## src/rtl/motoro3_gate_deadtime.sv

```systemverilog
// rtl/motoro3_gate_deadtime.sv - three-phase gate driver with per-leg dead time and fault latch
module motoro3_gate_deadtime #(
   parameter int DEAD_CYC = 10,
   parameter int CNT_W    = 8
) (
   input  logic clk,
   input  logic nRst,
   input  logic pwm,
   input  logic aE,
   input  logic aH1_L0,
   input  logic bE,
   input  logic bH1_L0,
   input  logic cE,
   input  logic cH1_L0,
   input  logic fault,
   input  logic fault_clr,
   output logic aHi,
   output logic aLo,
   output logic bHi,
   output logic bLo,
   output logic cHi,
   output logic cLo,
   output logic dt_busy,
   output logic fault_lat
);

   typedef enum logic [1:0] {S_OFF, S_DEAD, S_HI, S_LO} state_t;

   localparam logic [CNT_W-1:0] RELOAD  = CNT_W'(DEAD_CYC - 1);
   localparam logic [CNT_W-1:0] CNT_ONE = CNT_W'(1);

   // index 0 = phase A, 1 = phase B, 2 = phase C
   logic [2:0]       req_hi;
   logic [2:0]       req_lo;
   state_t           state_q [3];
   state_t           state_d [3];
   logic [2:0]       tgt_q;        // 1 = high side pending/driven, 0 = low side
   logic [2:0]       tgt_d;
   logic [CNT_W-1:0] cnt_q [3];
   logic [CNT_W-1:0] cnt_d [3];
   logic [2:0]       hi_q;
   logic [2:0]       lo_q;
   logic [2:0]       dead_d;
   logic             hold_off;

   // The chop only ever gates the high side; the low side follows enable alone.
   assign req_hi = {cE & cH1_L0 & pwm, bE & bH1_L0 & pwm, aE & aH1_L0 & pwm};
   assign req_lo = {cE & ~cH1_L0,      bE & ~bH1_L0,      aE & ~aH1_L0};

   // A trip in this cycle or a still-latched trip both force every leg off.
   assign hold_off = fault | fault_lat;

   // Per-leg next state: the high and low switch are never commanded together,
   // and any side change passes through DEAD for the full reload count.
   always_comb begin
      for (int p = 0; p < 3; p++) begin
         state_d[p] = state_q[p];
         tgt_d[p]   = tgt_q[p];
         cnt_d[p]   = cnt_q[p];
         dead_d[p]  = 1'b0;
         if (hold_off) begin
            state_d[p] = S_OFF;
         end else begin
            case (state_q[p])
               S_OFF: begin
                  if (req_hi[p] || req_lo[p]) begin
                     state_d[p] = S_DEAD;
                     tgt_d[p]   = req_hi[p];
                     cnt_d[p]   = RELOAD;
                  end
               end
               S_DEAD: begin
                  if (!req_hi[p] && !req_lo[p]) begin
                     state_d[p] = S_OFF;
                  end else if (req_hi[p] != tgt_q[p]) begin
                     // side flipped while waiting: the whole dead time starts over
                     tgt_d[p] = req_hi[p];
                     cnt_d[p] = RELOAD;
                  end else if (cnt_q[p] != '0) begin
                     cnt_d[p] = cnt_q[p] - CNT_ONE;
                  end else begin
                     state_d[p] = tgt_q[p] ? S_HI : S_LO;
                  end
               end
               S_HI: begin
                  if (req_lo[p]) begin
                     state_d[p] = S_DEAD;
                     tgt_d[p]   = 1'b0;
                     cnt_d[p]   = RELOAD;
                  end else if (!req_hi[p]) begin
                     state_d[p] = S_OFF;
                  end
               end
               S_LO: begin
                  if (req_hi[p]) begin
                     state_d[p] = S_DEAD;
                     tgt_d[p]   = 1'b1;
                     cnt_d[p]   = RELOAD;
                  end else if (!req_lo[p]) begin
                     state_d[p] = S_OFF;
                  end
               end
               default: begin
                  state_d[p] = S_OFF;
               end
            endcase
         end
         dead_d[p] = (state_d[p] == S_DEAD);
      end
   end

   // Leg state and gate registers; gates decode from the next state so they
   // drop on the same edge that leaves HI/LO.
   always_ff @(negedge clk or negedge nRst) begin
      if (!nRst) begin
         for (int p = 0; p < 3; p++) begin
            state_q[p] <= S_OFF;
            cnt_q[p]   <= '0;
         end
         tgt_q   <= 3'b000;
         hi_q    <= 3'b000;
         lo_q    <= 3'b000;
         dt_busy <= 1'b0;
      end else begin
         for (int p = 0; p < 3; p++) begin
            state_q[p] <= state_d[p];
            cnt_q[p]   <= cnt_d[p];
            hi_q[p]    <= (state_d[p] == S_HI);
            lo_q[p]    <= (state_d[p] == S_LO);
         end
         tgt_q   <= tgt_d;
         dt_busy <= |dead_d;
      end
   end

   // Fault latch: a trip always wins over a simultaneous clear.
   always_ff @(negedge clk or negedge nRst) begin
      if (!nRst) begin
         fault_lat <= 1'b0;
      end else if (fault) begin
         fault_lat <= 1'b1;
      end else if (fault_clr) begin
         fault_lat <= 1'b0;
      end
   end

   assign aHi = hi_q[0];
   assign aLo = lo_q[0];
   assign bHi = hi_q[1];
   assign bLo = lo_q[1];
   assign cHi = hi_q[2];
   assign cLo = lo_q[2];

endmodule
```

## config.mk

```make
export PLATFORM = sky130hd
export DESIGN_NAME = motoro3_gate_deadtime
export DESIGN_NICKNAME = d
export VERILOG_FILES = /design/src/rtl/motoro3_gate_deadtime.sv
export SDC_FILE = /design/constraint.sdc
export NUM_CORES = 1
export LEC_CHECK = 0
export CORE_UTILIZATION = 40
export DETAILED_ROUTE_END_ITERATION = 10
export PLACE_DENSITY = 0.61
export SLEW_MARGIN = 20
export SYNTH_ARGS = -nofsm -noshare
export SYNTH_HDL_FRONTEND = slang
export SYNTH_SLANG_ARGS = --single-unit
```

## constraint.sdc

```tcl
create_clock -name clk -period 2.62 [get_ports clk]
set_input_delay 0.393 -clock clk [delete_from_list [all_inputs] [get_ports clk]]
set_output_delay 0.393 -clock clk [all_outputs]
set_load 0.01 [all_outputs]
```

==> results of run 1 <==
-- cell type report --
cell class,instances,area share
Clock buffer,5,0.0171
Clock inverter,1,0.00125
Inverter,16,0.0175
Multi-Input combinational cell,198,0.469
Sequential cell,41,0.256
Tap cell,75,0.0234
Timing Repair Buffer,94,0.217
-- report_power, final --
group / internal (uW) / switching (uW) / total [uW]
Combinational: 153 / 150 / 303
Clock: 176 / 217 / 393
Sequential: 670 / 39.4 / 709
-- sequential cells by signal, indices dropped and copies added (netlist names) --
register / cells
cnt_q: 24
dt_busy: 1
fault_lat: 1
hi_q: 3
lo_q: 3
state_q: 6
tgt_q: 3
-- cell families (layout without fill, tap and decap cells) --
logic type	Yosys count	in the layout
multiplexers	12	12
flip-flops	41	41
adder cells (fa/ha/maj)	4	4
XOR/XNOR	1	1
AND/OR/NAND/NOR	121	121
AO/OA/AOI/OAI	59	60
buffers and inverters	23	116
-- metal layers --
layer	up-vias	share of wire	global-route usage
met3	10	0.027	0.0443
met5	-	0	0
li1	1180	-	-
met2	35	0.49	0.363
met1	1166	0.47	0.305
met4	0	0.015	0.0696
-- per-stage QoR --
| step | worst slack [ps] | hold slack, ps |
|---|---|---|
| detailed placement | -1170 | 482 |
| CTS | -442 | 485 |
| global placement | -1180 | 472 |
| global route | -414 | 511 |
| floorplan | -556 | 439 |
| finish | -347 | 496 |
-- layout by cell type (no fill, tap or decap), types with 5 or more instances in the layout --
| master | n |
|---|---|
| a21oi_2 | 8 |
| buf_2 | 7 |
| buf_4 | 44 |
| buf_6 | 30 |
| clkbuf_8 | 5 |
| dfrtn_1 | 41 |
| inv_1 | 11 |
| mux2i_1 | 5 |
| nand2_1 | 12 |
| nand2b_1 | 6 |
| nand4_1 | 8 |
| nor2_1 | 10 |
| nor2b_1 | 8 |
| or3_1 | 8 |
-- worst max-delay path: stages --
cell and delay (ps):
buf_12 110, nand3_4 110, mux2i_4 270, o31a_1 200, buf_4 120, inv_2 30
or4_4 410, mux2i_1 130
-- cells in the mapped netlist, drive strengths merged, types with 5 or more instances --
| library cell | n |
|---|---|
| nor2b | 9 |
| inv | 16 |
| a21oi | 12 |
| mux2i | 8 |
| nand2b | 7 |
| nand3 | 8 |
| nor3b | 6 |
| or4 | 5 |
| dfrtn | 41 |
| nand2 | 16 |
| nor3 | 5 |
| nand4 | 8 |
| nor4 | 11 |
| o21ai | 10 |
| and3b | 5 |
| nor2 | 14 |
| or3 | 10 |
-- worst max path at each step --
stage	from	to	slack, ps	cells past startpoint
floorplan	fault	cnt_q[12]$_DFFE_NN0P_	-560	6
global placement	bH1_L0	cnt_q[11]$_DFFE_NN0P_	-1180	7
detailed placement	bH1_L0	cnt_q[11]$_DFFE_NN0P_	-1170	7
CTS	pwm	cnt_q[11]$_DFFE_NN0P_	-440	8
global route	fault	cnt_q[5]$_DFFE_NN0P_	-410	9
finish	pwm	cnt_q[11]$_DFFE_NN0P_	-350	8
-- what timing repair did --
action                                 in CTS  in global routing
pin swaps                                  29                 32
endpoints found under the hold margin       0                  0
resized for setup                         109                 73
buffers inserted                           22                 10
setup endpoints to repair                  48                 44
cloned                                      2                  0
==> results.py, run 1 <==
metrics = {
    "clock_tree": {
        "cts_hold_buf": 0,
        "root_buffer": "clkbuf_8",
        "clk-insertion-delay-late_ps": 300,
        "htreeDepth": 2,
        "cts_tree": "done",
        "cts_buffers": 5,
        "clkSinkCount": 41,
        "clockBufferDepth": 2,
        "path_clk_slew_ps": 50,
    },
    "power_and_ir_drop": {
        "power_leakage_uw": 0.00169,
        "peakVddDrop_mv": 0.231,
        "power_uw": 1410,
        "cellPowerDensity_nw_per_um2": 350,
    },
    "sta": {
        "hold_viol": 0,
        "tns_ps": -7680,
        "final-setup-viol-count": 32,
        "max-slew-margin-rel": 0.726,
        "worst_slew_pin_slew_ps": 408,
        "finalClockSkew_ps": 5.86,
        "slew_violations": 0,
        "worst_slack_ps": -347,
        "rsz0062_at_grt": "true",
    },
    "logic_synthesis": {
        "synth_top_family_by_area": "simple AND/OR/NAND/NOR gates",
        "synth_top_area_share": 0.417,
        "syn-num-nets": 276,
        "synth_compound_area_frac": 0.175,
        "yosys.area_share.xor_xnor": 0.00356,
        "synth.distinct_cells": 58,
        "synth-async-reset-ratio": 1.00,
        "ys_seq_area_frac": 0.417,
        "synth_top_cell_by_area": "dfrtn_1",
        "synth_seq_cells": 41,
        "syn_avg_cell_area_sq_um": 9.42,
        "synth_flop_cell": "dfrtn_1",
        "synth-edff-count": 0,
        "yosysWarnings": 0,
        "synth_mux_area_frac": 0.0539,
        "syn_inst": 261,
        "synthSimpleGateAreaFrac": 0.294,
        "post_synth_fa_ha_maj_area_fraction": 0.0204,
        "syn-cell-area_sq_um": 2460,
        "synthTopCellsByArea": "dfrtn_1, mux2i_1, nor4_1, or3_1, a21oi_1",
    },
    "drt": {
        "drt-pass1-iter-count": 5,
        "drc_errors": 0,
        "viasPerCell": 5.56,
        "ant_nets": 0,
        "vias": 2391,
        "drt_iter0_markers": 72,
        "routed_wl_mm": 7.02,
        "wl_per_cell_microns": 16.3,
    },
    "setup_path": {
        "end_kind": "register",
        "critPathLaunchType": "input pin",
        "r2r_start": "cnt_q[8]$_DFFE_NN0P_",
        "ff2ff_setup_slack_ps": 90,
        "required_ps": 1450,
        "cp_max_fo": 7,
        "rr_worst_depth": 8,
        "cp.arrival_ps": 1790,
        "critical_path_class": "in -> reg",
        "rr_endpoint": "cnt_q[12]$_DFFE_NN0P_",
    },
    "min_path": {
        "hp-class": "reg -> reg",
        "holdCritStartpoint": "cnt_q[9]$_DFFE_NN0P_",
        "worstHoldPathCells": 1,
        "hold-path-endpoint": "cnt_q[9]$_DFFE_NN0P_",
    },
    "grt": {
        "grt_usage": 0.226,
        "antenna_found_initial": 0,
        "grt_pass1_vias": 2299,
        "grt_overflow": 0,
        "grt_max_degree": 42,
        "grt_pass1_wl_mm": 11.3,
    },
    "layout": {
        "syn_to_final_growth_pct": 63.3,
        "final_nets": 371,
        "fin_util": 0.678,
        "seq_area_sq_um": 1030,
        "multi_input_area_sq_um": 1880,
        "n_antenna_cell": 0,
        "drive_gt1_frac": 0.510,
        "fillers": 451,
        "finalNonFillerCells": 430,
        "fin_area_sq_um": 4010,
    },
    "floorplan": {
        "rows": 28,
        "start_util": 0.415,
        "die_area_sq_um": 6460,
        "io_pins": 19,
        "die_w_microns": 80.4,
        "die_y_microns": 80.4,
        "core_area_sq_um": 5920,
    },
    "placed_design": {
        "place.port_buffers": 18,
        "dp_hpwl_mm": 4.47,
        "place_area_sq_um": 3270,
        "place_inst": 396,
        "gp_congestion": 0.840,
    },
    "outcome": {
        "violations": "setup timing",
        "outcome": "finished with violations",
    },
    "run": {
        "drv_cap": 0,
    },
}
Power figures use the tool's default switching activity.
==> run 2, diff against run 1 <==
DONT_BUFFER_PORTS = 1   (was unset)
PLACE_DENSITY = 0.57   (was 0.61)
SETUP_SLACK_MARGIN = 0.4   (was unset)
==> results.py, run 2 (synthesis gave the netlist of run 1 again) <==
metrics = {
    "setup_path": {
        "worst_path_max_delay_cell": "or4_4",
        "required_ps": 1440,
        "critPathLaunchType": "input pin",
        "slowest_delay_ps": 430,
        "crit_family": "simple AND/OR/NAND/NOR gates",
        "cp_cell_sequence": "nand3_4, mux2i_4, o31a_1, inv_2, or4_4, mux2i_1",
        "cp.arrival_ps": 1660,
        "path_buf_inv": 1,
        "cp_max_fo": 8,
        "critical_path_class": "in -> reg",
        "ff2ff_setup_slack_ps": 150,
        "end_kind": "register",
    },
    "clock_tree": {
        "clk-insertion-delay-late_ps": 300,
        "root_buffer": "clkbuf_8",
        "clockBufferDepth": 2,
        "cts_hold_buf": 0,
        "htreeDepth": 2,
        "clkSinkCount": 41,
        "cts_buffers": 5,
        "path_clk_slew_ps": 60,
        "cts_tree": "done",
    },
    "layout": {
        "syn_to_final_growth_pct": 47.6,
        "fin_util": 0.613,
        "layout.cells.most_common": "dfrtn_1",
        "largest_reg_flops": 24,
        "final_nets": 340,
        "drive_gt1_frac": 0.420,
        "n_antenna_cell": 0,
        "regMostFlops": "cnt_q",
        "reg_top3": "cnt_q (24), state_q (6)",
        "final_cell_mix": "dfrtn_1, buf_4, buf_6",
        "fin_area_sq_um": 3630,
    },
    "placed_design": {
        "gp_congestion": 0.827,
        "place_area_sq_um": 3000,
        "place.port_buffers": 0,
        "dp_hpwl_mm": 4.27,
        "pre_cts_slack_ps": -552,
    },
    "outcome": {
        "violations": "setup timing",
        "outcome": "finished with violations",
    },
    "grt": {
        "grt_pass1_wl_mm": 11.0,
        "antenna_found_initial": 0,
        "grt_max_degree": 42,
        "grt_overflow": 0,
        "grt_pass1_vias": 2271,
        "grt_usage": 0.223,
    },
    "power_and_ir_drop": {
        "p_int_uw": 967,
        "peakVddDrop_mv": 0.247,
        "cellPowerDensity_nw_per_um2": 370,
        "power_leakage_uw": 0.00149,
        "power_uw": 1340,
        "sequentialPowerShare": 0.533,
        "switching_power_uw": 375,
        "power.share.switching": 0.279,
        "combPwrFrac": 0.156,
        "clock_power_share": 0.311,
    },
    "drt": {
        "wl_per_cell_microns": 16.5,
        "routed_wl_mm": 6.62,
        "drc_errors": 0,
        "vias": 2286,
        "ant_nets": 0,
        "drt_iter0_markers": 88,
        "viasPerCell": 5.70,
        "drt-pass1-iter-count": 4,
    },
    "min_path": {
        "hp-class": "reg -> reg",
    },
    "floorplan": {
        "die_y_microns": 80.4,
        "core_area_sq_um": 5920,
        "io_pins": 19,
        "die_w_microns": 80.4,
        "start_util": 0.415,
        "rows": 28,
        "die_area_sq_um": 6460,
    },
    "sta": {
        "worst_slack_ps": -219,
        "max-slew-margin-rel": 0.711,
        "rsz0062_at_grt": "true",
        "final-setup-viol-count": 30,
        "slew_violations": 0,
        "worst_slew_pin_slew_ps": 429,
        "hold_viol": 0,
        "whs_ps": 486,
        "finalClockSkew_ps": 5.84,
    },
    "run": {
        "drv_cap": 0,
    },
}
==> run 2: changes by cell type in the layout (fill, tap and decap cells not counted), moves of 4 or more <==
cell      change
buf_2         -7
buf_4         -9
a21oi_1       +4
clkbuf_2      -4
buf_12        -4
==> run 2: layout make-up <==
cell class                 instances  area, sq um
fill                             481         2290
tap                               75         93.8
inverter                          16         67.6
multi-input combinational        198         1780
timing repair buffer              63          578
clock buffer                       8         80.1
sequential                        41         1030
==> run 2: what timing repair did <==
action / in CTS / in global routing
pin swaps: 25 / 29
buffers inserted: 21 / 4
cloned: 1 / 0
resized for setup: 49 / 32
endpoints found under the hold margin: 0 / 0
endpoints found under the setup margin: 47 / 47
==> run 2: final timing paths <==
| path | from | endpoint | cells past startpoint |
|---|---|---|---|
| setup / recovery | bH1_L0 | cnt_q[11]$_DFFE_NN0P_ | 6 |
| hold / removal | cnt_q[9]$_DFFE_NN0P_ | cnt_q[9]$_DFFE_NN0P_ | 1 |
| setup reg to reg | cnt_q[8]$_DFFE_NN0P_ | cnt_q[12]$_DFFE_NN0P_ | 7 |
| hold reg to reg | cnt_q[9]$_DFFE_NN0P_ | cnt_q[9]$_DFFE_NN0P_ | 1 |
| max in group asynchronous | nRst | lo_q[1]$_DFF_NN0_ | 0 |
| min in group asynchronous | nRst | lo_q[2]$_DFF_NN0_ | 0 |
==> run 2: worst register-to-register path: cells and delay by family, from the launching register on <==
kind | cells | cell delay, ps
buf+inv | 1 | 100
mux | 1 | 290
simple gates | 3 | 1020
fa+ha+maj | 1 | 190
compound gates | 1 | 370
flops | 1 | 340
==> run 2: power groups by stage <==
stage          clock, uW  combinational, uW  sequential [uW]
4_1_cts              425                194              713
3_3_place_gp           0                173              721
5_1_grt              456                229              721
3_5_place_dp           0                175              720
2_1_floorplan          0                145              709
6_report             417                210              715
==> run 2: layer usage <==
layer	track usage	share of wire	routed length, microns	vias up
li1	-	-	-	1121
met1	0.268	0.43	2830	1126
met2	0.396	0.52	3460	31
met3	0.0477	0.036	239	8
met4	0.0679	0.014	91	0
met5	0	0	0	-
==> run 2: stage by stage <==
stage          instances  TNS [ps]
5_1_grt              401     -3960
6_report             401     -2470
4_1_cts              397     -1900
2_1_floorplan        261     -9610
3_5_place_dp         367    -13050
3_3_place_gp         367    -12370
